$ cat src/rtl/systolic_row_skewer_pkg.sv
// Shared types and defaults for the systolic row skewer feeder stage.
package systolic_pkg;

  localparam int DEFAULT_LANES  = 4;
  localparam int DEFAULT_DATA_W = 3;

  typedef enum logic [1:0] {
    IDLE   = 2'd0,
    STREAM = 2'd1,
    DRAIN  = 2'd2
  } skew_state_e;

  typedef struct packed {
    logic                      valid;
    logic [DEFAULT_DATA_W-1:0] data;
  } lane_elem_t;

endpackage

$ cat src/rtl/systolic_row_skewer_delay.sv
// Enable-gated shift register of {valid, data} elements, DEPTH stages deep,
// with asynchronous active-low clear.
module skew_delay_line #(
  parameter int DEPTH  = 1,
  parameter int DATA_W = 3
) (
  input  logic              clock,
  input  logic              clr_n,
  input  logic              en,
  input  logic              in_valid,
  input  logic [DATA_W-1:0] in_data,
  output logic              out_valid,
  output logic [DATA_W-1:0] out_data
);

  // Same shape as systolic_pkg::lane_elem_t, but sized by this instance's DATA_W.
  typedef struct packed {
    logic              valid;
    logic [DATA_W-1:0] data;
  } elem_t;

  elem_t [DEPTH-1:0] stage_q;
  elem_t [DEPTH-1:0] stage_d;

  // Shift on enable; stage 0 takes the new element or a zeroed bubble.
  always_comb begin
    stage_d = stage_q;
    if (en) begin
      stage_d[0].valid = in_valid;
      stage_d[0].data  = in_valid ? in_data : {DATA_W{1'b0}};
      for (int i = 1; i < DEPTH; i++) begin
        stage_d[i] = stage_q[i-1];
      end
    end else begin
      stage_d = stage_q;
    end
  end

  // Stage registers.
  always_ff @(posedge clock or negedge clr_n) begin
    if (!clr_n) begin
      stage_q <= '0;
    end else begin
      stage_q <= stage_d;
    end
  end

  assign out_valid = stage_q[DEPTH-1].valid;
  assign out_data  = stage_q[DEPTH-1].data;

endmodule

$ cat src/rtl/systolic_row_skewer.sv
// Diagonal skew feeder for a systolic PE array: lane i is delayed i+1 steps.
// Optional stall statistics counter enabled by SYSTOLIC_SKEW_STATS_EN.
module systolic_row_skewer
  import systolic_pkg::*;
#(
  parameter int LANES  = DEFAULT_LANES,
  parameter int DATA_W = DEFAULT_DATA_W
) (
  input  logic                    clock,
  input  logic                    reset,
  input  logic                    in_valid,
  output logic                    in_ready,
  input  logic [LANES*DATA_W-1:0] in_data,
  input  logic                    in_last,
  input  logic                    out_ready,
  output logic [LANES-1:0]        out_valid,
  output logic [LANES*DATA_W-1:0] out_data,
  output logic                    busy,
  output logic                    done
`ifdef SYSTOLIC_SKEW_STATS_EN
  ,
  input  logic                    stats_clr,
  output logic [15:0]             stall_cnt
`endif
);

  localparam int               CNT_W    = $clog2(LANES) + 1;
  localparam logic [CNT_W-1:0] CNT_LOAD = CNT_W'(LANES - 1);
  localparam logic [CNT_W-1:0] CNT_ZERO = {CNT_W{1'b0}};
  localparam logic [CNT_W-1:0] CNT_ONE  = CNT_W'(1);

  skew_state_e      state_q, state_d;
  logic [CNT_W-1:0] cnt_q, cnt_d;
  logic             step_s;
  logic             accept_s;

  assign step_s   = out_ready;
  assign in_ready = out_ready && (state_q != DRAIN);
  assign accept_s = in_valid && in_ready;

  // Stream tracking: a last vector starts a LANES-step drain of the skew pipe.
  always_comb begin
    state_d = state_q;
    cnt_d   = cnt_q;
    if (step_s) begin
      case (state_q)
        IDLE, STREAM: begin
          if (accept_s && in_last) begin
            state_d = DRAIN;
            cnt_d   = CNT_LOAD;
          end else if (accept_s) begin
            state_d = STREAM;
          end else begin
            state_d = state_q;
          end
        end
        DRAIN: begin
          if (cnt_q != CNT_ZERO) begin
            cnt_d = cnt_q - CNT_ONE;
          end else begin
            state_d = IDLE;
          end
        end
        default: begin
          state_d = IDLE;
          cnt_d   = CNT_ZERO;
        end
      endcase
    end else begin
      state_d = state_q;
      cnt_d   = cnt_q;
    end
  end

  // FSM state and drain counter.
  always_ff @(posedge clock or negedge reset) begin
    if (!reset) begin
      state_q <= IDLE;
      cnt_q   <= CNT_ZERO;
    end else begin
      state_q <= state_d;
      cnt_q   <= cnt_d;
    end
  end

  assign busy = (state_q != IDLE);
  assign done = (state_q == DRAIN) && (cnt_q == CNT_ZERO);

  for (genvar i = 0; i < LANES; i++) begin : g_lane
    skew_delay_line #(
      .DEPTH  (i + 1),
      .DATA_W (DATA_W)
    ) u_delay (
      .clock     (clock),
      .clr_n     (reset),
      .en        (step_s),
      .in_valid  (accept_s),
      .in_data   (in_data[i*DATA_W +: DATA_W]),
      .out_valid (out_valid[i]),
      .out_data  (out_data[i*DATA_W +: DATA_W])
    );
  end

`ifdef SYSTOLIC_SKEW_STATS_EN
  logic [15:0] stall_cnt_q, stall_cnt_d;

  // Saturating count of cycles where upstream offers a vector we refuse.
  always_comb begin
    stall_cnt_d = stall_cnt_q;
    if (stats_clr) begin
      stall_cnt_d = 16'h0000;
    end else if (in_valid && !in_ready && (stall_cnt_q != 16'hFFFF)) begin
      stall_cnt_d = stall_cnt_q + 16'h0001;
    end else begin
      stall_cnt_d = stall_cnt_q;
    end
  end

  // Stall counter register.
  always_ff @(posedge clock or negedge reset) begin
    if (!reset) begin
      stall_cnt_q <= 16'h0000;
    end else begin
      stall_cnt_q <= stall_cnt_d;
    end
  end

  assign stall_cnt = stall_cnt_q;
`endif

endmodule

$ cat config.mk
export PLATFORM = sky130hd
export DESIGN_NAME = systolic_row_skewer
export DESIGN_NICKNAME = d
export VERILOG_FILES = /design/src/rtl/systolic_row_skewer_pkg.sv /design/src/rtl/systolic_row_skewer_delay.sv /design/src/rtl/systolic_row_skewer.sv
export SDC_FILE = /design/constraint.sdc
export NUM_CORES = 1
export LEC_CHECK = 0
export BUFFER_PORTS_ARGS = -buffer_cell sky130_fd_sc_hd__buf_2
export CAP_MARGIN = 20
export CORE_UTILIZATION = 49
export CTS_BUF_LIST = sky130_fd_sc_hd__clkbuf_4 sky130_fd_sc_hd__clkbuf_8
export CTS_CLUSTER_SIZE = 40
export DETAILED_ROUTE_END_ITERATION = 10
export PLACE_DENSITY = 0.85
export SYNTH_ARGS = -nofsm -noshare
export SYNTH_HDL_FRONTEND = slang
export SYNTH_SLANG_ARGS = --single-unit
$ cat constraint.sdc
create_clock -name clock -period 1.6 [get_ports clock]
set_input_delay 0.08 -clock clock [delete_from_list [all_inputs] [get_ports clock]]
set_output_delay 0.08 -clock clock [all_outputs]
set_load 0.02 [all_outputs]
==> Word-level counts from Yosys, hierarchy flattened <==
Cells that the tools add are included.
{ "totals": {"inputBits": 17, "output_inout_bits": 19, "word_cells": 46, "reg_bits": 39} }
{ "op_classes": {"n_addsub": 1, "eq_ne": 7, "reduce_logical": 11, "n_mux": 11} }
{ "op_table": {"columns": ["cell", "n"], "rows": [
  ["2-to-1 mux 3 bit", 6],
  ["inequality test 2 bit, second input constant", 4],
  ["2-to-1 mux 2 bit", 3],
  ["case mux 3 bit (2 select lines)", 1],
  ["AND reduction 3 bit", 2],
  ["logical AND 1 bit", 4],
  ["case mux 2 bit (2 select lines)", 1],
  ["logical NOT 3 bit", 1],
  ["inequality test 3 bit, second input constant", 1],
  ["nonzero test 3 bit", 1],
  ["subtractor 3 x 1 -> 3 bit, second input constant", 1],
  ["equality test 2 x 1 -> 1 bit, second input constant", 1],
  ["equality test 2 bit, second input constant", 1],
  ["logical NOT 2 bit", 1],
  ["nonzero test 2 bit", 1],
  ["OR reduction 2 bit", 1]
]} }

==> Logic depth before layout (Yosys ltp) <==
Gate-level depths: netlist (run 1).
{ "depth": {"word_depth": 6, "mapped_depth": 5} }

==> Modules after synthesis <==
A second synthesis (run 1) with hierarchy kept.
{ "unflattened": {"cells_unflattened": 154, "area_unflattened_um2": 1996.9} }
{ "by_module_without_submodules": {"columns": ["mod", "seq_area_each_um2", "cells_per_inst", "area_per_inst_um2", "n_inst"], "rows": [
  ["skew_delay_line (g_lane[3].u_delay)", 400.4, 43, 651.9, 1],
  ["skew_delay_line (g_lane[2].u_delay)", 300.3, 35, 506.7, 1],
  ["skew_delay_line (g_lane[1].u_delay)", 200.2, 26, 346.6, 1],
  ["systolic_row_skewer", 125.1, 36, 335.3, 1],
  ["skew_delay_line (g_lane[0].u_delay)", 100.1, 14, 156.4, 1]
]} }

==> Least setup slack after synthesis (run 1) <==
No wires, ideal clock.
{ "synth_path": {"path_kind": "register -> register", "startpoint": "reg cnt_q[0]", "endpoint": "reg cnt_q[0]", "t_arrival_ns": 1.210, "path_stages_with_launch": 6, "period_less_slack_ns": 1.333, "t_required_ns": 1.477, "path_slack_ns": 0.267, "path_cell_list": "dfrtp_1 inv_1 ha_1 and4bb_4 nor3_2 o221a_1"} }
{ "synth_via": {"elab_chain_len": 3, "word_cells_on_any_way": 6, "classes_between": "add/sub (1); eq/ne (1); mux (2); reduce/logical (2)"} }
{ "synth_rtl": {"columns": ["item", "line_no", "rtl"], "rows": [
  ["start, declared", "systolic_row_skewer.sv:33", "logic [CNT_W-1:0] cnt_q, cnt_d;"],
  ["start signal, assigned", "systolic_row_skewer.sv:82", "cnt_q <= cnt_d;"],
  ["subtractor 3 x 1 -> 3 bit / nonzero test 3 bit (equally long branches)", "systolic_row_skewer.sv:59, systolic_row_skewer.sv:58", null],
  ["2-to-1 mux 3 bit / inequality test 2 bit (equally long branches)", null, null],
  ["case mux 3 bit (2 select lines) / AND reduction 3 bit (equally long branches)", null, null]
]} }
Parallel ways exist; a longest one is shown, timed or not. The select of a mux whose other input is x is not followed.
A chain may end at the register's enable or synchronous reset.

==> Worst setup path after layout (run 1) <==
{ "layout_path": {"startpoint": "reg cnt_q[0]", "endpoint": "out done"} }
{ "layout_via": {"elab_chain_len": 2} }
{ "layout_rtl": {"columns": ["item", "line_no", "rtl"], "rows": [
  ["logical NOT 3 bit", "systolic_row_skewer.sv:87", "assign done = (state_q == DRAIN) && (cnt_q == CNT_ZERO);"],
  ["logical AND 1 bit", "systolic_row_skewer.sv:87", null],
  ["end, declared", "systolic_row_skewer.sv:19", "output logic done"]
]} }
Every way passes these cells.

==> results of run 1 <==
[cell families (layout without fill, tap and decap cells)]
group | after synthesis | in the layout | share of synthesized area [%]
adder cells (fa/ha/maj) | 2 | 2 | 1.48
AND/OR/NAND/NOR | 12 | 12 | 5.94
AO/OA/AOI/OAI | 24 | 24 | 11.0
flip-flops | 39 | 39 | 57.9
buffers and inverters | 23 | 63 | 9.65
multiplexers | 21 | 21 | 14.0
[how the worst min path moves through the flow]
| stage | start | to | slack [ns] | cells past startpoint |
|---|---|---|---|---|
| floorplan | reset | cnt_q[0]$_DFFE_PN0P_ | -0.22 | 0 |
| global placement | reset | g_lane[2].u_delay.out_data[1]$_DFFE_PN0P_ | 0.14 | 2 |
| detailed placement | reset | g_lane[2].u_delay.out_data[0]$_DFFE_PN0P_ | 0.16 | 2 |
| CTS | in_valid | state_q[0]$_DFFE_PN0P_ | 0.04 | 2 |
| global route | in_valid | state_q[0]$_DFFE_PN0P_ | 0.04 | 2 |
| finish | in_valid | state_q[0]$_DFFE_PN0P_ | 0.06 | 2 |
[what timing repair did]
item                                    CTS  global route
endpoints found under the hold margin    51             0
hold buffers                             13             0
resized for setup                         0             4
endpoints found under the setup margin    0             1
setup buffers                             0             1
[synthesized netlist by cell type (2+ instances only)]
cell type and number:
a22o_1 12, mux2_1 7, mux2_2 14, buf_4 16, o21ai_1 2, o21ai_0 3
a31oi_1 2, buf_6 2, ha_1 2, nand2b_1 2, inv_1 3, dfrtp_1 39
[worst reg2reg max path: cells and delay by family, from the launching register on]
family,cells,cell delay [ns]
DFF,1,0.42
AOI/OAI and AO/OA,1,0.25
adders and majority gates,1,0.19
and+or+nand+nor,2,0.31
buffers and inverters,1,0.09
[layer usage]
layer	vias to the layer above	share of wire (%)
met3	0	5.3
met4	0	0
met1	524	43
li1	499	-
met5	-	0
met2	37	52
[layout make-up]
type                            instances  area [µm²]  share of cell area, %
Inverter                                4        15.0                  0.753
Timing Repair Buffer                   51         330                   16.6
Clock inverter                          1        8.76                  0.439
Multi-Input combinational cell         59         549                   27.6
Clock buffer                            7        58.8                   2.95
Sequential cell                        39         976                   49.0
Tap cell                               44        55.1                   2.76
[cells in the final DEF (no fill, tap or decap), types with 2 or more instances in the layout]
cell type       n
o21ai_1         2
dfrtp_1        39
mux2_2         14
a22o_1         12
dlygate4sd3_1  13
buf_4           4
a31oi_1         2
clkbuf_4        6
buf_2          34
inv_1           2
inv_2           2
mux2_1          7
o21ai_0         3
nand2b_1        2
[state kept, by name (all words and copies together) (netlist names)]
signal and flops:
state_q 2, g_lane.u_delay.out_valid 2, g_lane.u_delay.stage_q 20, g_lane.u_delay.out_data 12, cnt_q 3
[per-stage QoR]
step | hold WS (ns) | worst slack, ns | cells
after floorplan | -0.216 | 0.267 | 121
after global placement | 0.142 | 0.314 | 183
after detailed placement | 0.158 | 0.211 | 183
after CTS | 0.0376 | 0.00619 | 204
after global routing | 0.0384 | 0.0205 | 205
final | 0.0581 | 0.0965 | 205
[power by group]
group / switching, µW / total (µW) / leakage, µW / internal [µW]
combinational: 448 / 867 / 0.000480 / 419
sequential: 174 / 1390 / 0.000516 / 1220
clock: 309 / 544 / 0.0000389 / 235
total: 931 / 2800 / 0.00104 / 1870
==> results.tsv, run 1 <==
stage	metric	value	unit
yosys	Mapped Area	1690	µm²
setup_path	CP Capture Type	primary output	
cts	Num Clock Sinks	39	
pwr	Max IR drop VDD	0.964	mV
pwr	total power	2800	µW
sta	max-slew violation count	0	
pwr	Static Leak	0.00104	µW
drt	final WL	2.91	mm
yosys	Seq cells post-synth	39	
floorplanning	height of the die	60.6	µm
global_route	met1 global-route usage	23.6	%
cts	root buffer cell	clkbuf_4	
run_status	status	finished, final reports clean	
cts	H-tree levels	2	
global_route	met3 GRT Util	5.76	%
setup_path	CP bufs+invs	2	
setup_path	CP max stage delay	0.42	ns
sta	measured slew at the worst slew-check pin	0.466	ns
drt	drt initial violations	21	
floorplanning	Initial Util	53.5	%
global_route	initial antenna violation count	0	
sta	Slew HR	68.9	%
cts	CTS tree	done	
drt	drt pass-1 iters	4	
setup_path	startpoint type of the worst setup path	flop	
yosys	share of the synthesized area in the top cell type	57.9	%
sta	RSZ-0062 raised after global routing	false	
sta	Setup violations, final	0	
setup_path	Critical Path, Cell by Cell	inv_2 > ha_2 > and4bb_4 > buf_4	
setup_path	r2r startpoint	cnt_q[0]$_DFFE_PN0P_	
floorplanning	Die X-Extent	60.6	µm
floorplanning	Core Rows	20	
place	routability congestion estimate	0.636	
finish	Design Area, Final	1990	µm²
place	IO Port Bufs	35	
setup_path	cell at the slowest stage of the critical path	dfrtp_1	
setup_path	r2r setup slk	0.24	ns
drt	DRT antenna net count	0	
yosys	async set-reset flop share out of synthesis	100	%
yosys	Unique masters post-synth	29	
cts	Max clock buf depth	2	
cts	Num CTS Buffers	5	
global_route	largest net degree at the start of global routing	40	
worst_hold_path	hold crit path type	input pin to flop	
yosys	mean post-synth cell area	13.9	µm²
yosys	Post-Synthesis Cells	121	
setup_path	kind of critical path	flop to primary output	
drt	vias	1060	
yosys	Post-synth EDFFs	0	
setup_path	cells on worst reg2reg path	5	
drt	Remaining DRCs	0	
pwr	P per Cell Area	1410	nW/µm²
sta	period utilization	94.0	%
yosys	Synth area leaders	dfrtp_1 58%, mux2_2 9.4%, buf_4 7.1%	
floorplanning	Core Area	3150	µm²
finish	final core utilization	63.2	%
finish	FILL cells	269	
yosys	cell taking the most area after synthesis	dfrtp_1	
sta	Hold Vio Cnt, Final	0	
sta	setup TNS	0	ns
setup_path	Setup crit start	cnt_q[0]$_DFFE_PN0P_	
setup_path	delay-heaviest family, CP	flip-flops	
finish	layout cells sized above 1	42.9	%
drt	vias per inst	5.17	
yosys	yosys warns	0	
global_route	grt ovf	0	
finish	Synth-to-Final Area Change	18.3	%
global_route	first-pass GRT wire length	4.95	mm
setup_path	critical path depth in cells	4	
sta	Worst Skew	0.0114	ns
global_route	GR Layer Usage met2	31.7	%
setup_path	CP max FO	3	
setup_path	crit path capture	done	
yosys	sequential area share after synthesis	57.9	%
place	Placed Area	1780	µm²
cts	Reg clk slew, reported paths	0.10	ns
sta	Fmax	665	MHz
floorplanning	die area	3680	µm²
yosys	Main synth FF type	dfrtp_1	
setup_path	CP required	1.52	ns
setup_path	critical path arrival	1.42	ns
global_route	vias in the first global route	1103	
floorplanning	Ports	36	
setup_path	worst r2r dst	cnt_q[0]$_DFFE_PN0P_	
yosys	syn_nets	140	
finish	# diodes	0	
job	max_cap viols	0	
global_route	gr usage total	18.8	%
sta	Tmin final	1.50	ns
drt	WL/cell	14.2	µm
finish	Nets	179	
global_route	busiest grt layer	met2	
cts	worst skew pair latency	0.33	ns
place	DP HPWL	1.98	mm
Power figures use the tool's default switching activity.
==> inputs of run 2 (changes only) <==
--- a/config.mk
+++ b/config.mk
@@ -5,6 +5,7 @@
 export SDC_FILE = /design/constraint.sdc
 export NUM_CORES = 1
 export LEC_CHECK = 0
+export ABC_AREA = 1
 export BUFFER_PORTS_ARGS = -buffer_cell sky130_fd_sc_hd__buf_2
 export CAP_MARGIN = 20
 export CORE_UTILIZATION = 49
==> run 2 against run 1 <==
Effect of this change: global-route usage down 0.21 points; highest routed layer is now met4; flip-flop and latch count unchanged; register-to-register slack better by 0.09 ns; routed wire length up 3.6%; largest power group unchanged.
==> results.tsv, run 2 <==
stage	metric	value	unit
cts	Post-CTS Setup Bufs	0	
setup_path	kind of critical path	flop to primary output	
cts	Num CTS Buffers	5	
setup_path	CP required	1.52	ns
drt	vias	1280	
finish	most common cell after layout, fill and taps aside	nand2_1	
sta	Worst Skew	0.0135	ns
floorplanning	Core Rows	21	
floorplanning	Ports	36	
pwr	total power	2740	µW
worst_hold_path	hold crit path type	input pin to flop	
yosys	Seq cells post-synth	39	
finish	Nets	250	
drt	DRT antenna net count	0	
sta	Hold Vio Cnt, Final	0	
worst_hold_path	hold path cells	3	
sta	Slew HR	54.2	%
global_route	gr usage total	18.6	%
job	max_cap viols	0	
yosys	share of the synthesized area in the top cell type	56.4	%
drt	vias per inst	4.60	
cts	worst skew pair latency	0.35	ns
sta	Setup violations, final	0	
setup_path	cell at the slowest stage of the critical path	dfrtp_1	
finish	max reg flops	20	
setup_path	worst r2r dst	cnt_q[2]$_DFFE_PN0P_	
yosys	Mapped Area	1730	µm²
sta	Hold Slack	0.0442	ns
run_status	status	finished, final reports clean	
worst_hold_path	Worst Hold End	state_q[1]$_DFFE_PN0P_	
setup_path	r2r setup slk	0.33	ns
yosys	Post-Synthesis Cells	190	
cts	Reg clk slew, reported paths	0.12	ns
finish	FILL cells	295	
global_route	first-pass GRT wire length	5.02	mm
global_route	largest net degree at the start of global routing	34	
yosys	sequential area share after synthesis	56.4	%
cts	Num Clock Sinks	39	
yosys	Main synth FF type	dfrtp_1	
yosys	Synth area leaders	dfrtp_1 56%, nand2_1 13%, buf_4 6.1%	
sta	measured slew at the worst slew-check pin	0.687	ns
place	Placed Area	1870	µm²
drt	drt pass-1 iters	4	
setup_path	r2r startpoint	cnt_q[0]$_DFFE_PN0P_	
floorplanning	Core Area	3360	µm²
yosys	async set-reset flop share out of synthesis	100	%
pwr	sequential cell fraction of total power	47.8	%
sta	RSZ-0062 raised after global routing	false	
finish	Design Area, Final	2080	µm²
setup_path	Critical Path, Cell by Cell	inv_1 > ha_1 > nand2_1 > nor2_2 > buf_2	
yosys	synth cell count leaders	60 x nand2_1, 39 x dfrtp_1, 22 x inv_1	
cts	CTS tree	done	
pwr	clock network fraction of total power	24.0	%
pwr	Max IR drop VDD	0.746	mV
yosys	Post-synth EDFFs	0	
yosys	most frequent cell after synthesis	nand2_1	
setup_path	critical path arrival	1.39	ns
setup_path	startpoint type of the worst setup path	flop	
place	IO Port Bufs	35	
setup_path	CP max FO	3	
finish	Biggest register	g_lane.u_delay.stage_q	
setup_path	CP Capture Type	primary output	
finish	# diodes	0	
pwr	Static Leak	0.00112	µW
place	DP HPWL	2.01	mm
finish	sequential cell area	976	µm²
sta	Final Worst Setup Slack	0.134	ns
drt	final WL	3.01	mm
floorplanning	Die X-Extent	61.4	µm
global_route	vias in the first global route	1203	
sta	max-slew violation count	0	
place	pre-CTS WS	0.355	ns
floorplanning	Initial Util	51.4	%
global_route	initial antenna violation count	0	
sta	Fmax	682	MHz
cts	H-tree levels	2	
floorplanning	height of the die	61.4	µm
pwr	Switch Pwr	940	µW
yosys	yosys warns	0	
place	routability congestion estimate	0.914	
pwr	P per Cell Area	1310	nW/µm²
finish	Synth-to-Final Area Change	20.4	%
finish	multi-input logic area	534	µm²
finish	most frequent cells in the layout	60 x nand2_1, 39 x dfrtp_1, 35 x buf_2	
pwr	Cell Int Power	1800	µW
yosys	mean post-synth cell area	9.10	µm²
pwr	switch share	34.3	%
yosys	cell taking the most area after synthesis	dfrtp_1	
cts	root buffer cell	clkbuf_4	
sta	setup TNS	0	ns
worst_hold_path	worst hold start	in_last	
finish	layout cells sized above 1	28.4	%
sta	period utilization	91.7	%
sta	Tmin final	1.47	ns
drt	Remaining DRCs	0	
pwr	combinational share of power	28.3	%
yosys	syn_nets	209	
setup_path	cells on worst reg2reg path	8	
floorplanning	die area	3770	µm²
drt	drt initial violations	56	
yosys	Unique masters post-synth	19	
global_route	grt ovf	0	
setup_path	CP max stage delay	0.40	ns
drt	WL/cell	10.8	µm
cts	Max clock buf depth	2	
run 2: cell count changes in the layout (fill, tap and decap cells not counted), sizes merged, moves of 3 or more:
| cell | before | now |
|---|---|---|
| nand2b | 3 | 0 |
| mux2 | 21 | 0 |
| nand3 | 1 | 6 |
| nor2 | 1 | 5 |
| o21ai | 5 | 30 |
| inv | 4 | 24 |
| a22o | 12 | 0 |
| nand2 | 1 | 62 |
run 2: worst max path at each step:
stage,cells after the start,to,start,slack [ns]
2_1_floorplan,8,cnt_q[0]$_DFFE_PN0P_,cnt_q[0]$_DFFE_PN0P_,0.37
3_3_place_gp,8,cnt_q[0]$_DFFE_PN0P_,cnt_q[0]$_DFFE_PN0P_,0.42
3_5_place_dp,8,cnt_q[1]$_DFFE_PN0P_,cnt_q[0]$_DFFE_PN0P_,0.35
4_1_cts,5,done,cnt_q[0]$_DFFE_PN0P_,0.12
5_1_grt,4,in_ready,state_q[1]$_DFFE_PN0P_,0.04
6_report,5,done,cnt_q[0]$_DFFE_PN0P_,0.13
run 2: layout make-up:
class	count	area share [%]
clock buffer	5	1.80
clock inverter	3	2.10
inverter	24	4.33
multi-input combinational	108	25.7
sequential	39	46.9
tap	46	2.76
timing repair buffer	53	16.5
run 2: cells by family (layout without fill, tap and decap cells):
logic type,Yosys count,in the layout,synth area share [%]
AO/OA/AOI/OAI,31,31,10.9
AND/OR/NAND/NOR,74,74,18.0
XOR/XNOR,1,1,0.507
flip-flops,39,39,56.4
adder cells (fa/ha/maj),2,2,1.45
buffers and inverters,43,85,12.7
run 2: per-layer routing:
metal,up-vias,GRT usage (%),wire [µm]
li1,652,-,-
met1,600,21.7,1340
met2,23,32.6,1520
met3,5,5.67,109
met4,0,6.67,44
met5,-,0,0
run 2: what timing repair did:
| action | 4_1_cts | 5_1_grt |
|---|---|---|
| hold endpoints to repair | 43 | 0 |
| hold buffers | 13 | 0 |
| resized for setup | 0 | 0 |
run 2: worst max-delay path: cells and delay by family, from the launching register on:
family        cells  cell delay (ns)
buf+inv           2             0.27
simple gates      2             0.22
fa+ha+maj         1             0.16
flops             1             0.40
run 2: power by group through the flow:
stage	Sequential [µW]	Combinational, µW	Clock, µW
after global routing	1340	873	710
after detailed placement	1330	757	0
after global placement	1320	724	0
after floorplan	1310	601	0
final	1310	773	656
after CTS	1310	783	676
run 2: through the flow:
| step | cells | utilization (%) |
|---|---|---|
| final | 278 | 61.9 |
| after global routing | 278 | 61.9 |
| after CTS | 278 | 61.9 |
| after detailed placement | 257 | 55.6 |
| after global placement | 257 | 55.6 |
| after floorplan | 190 | - |
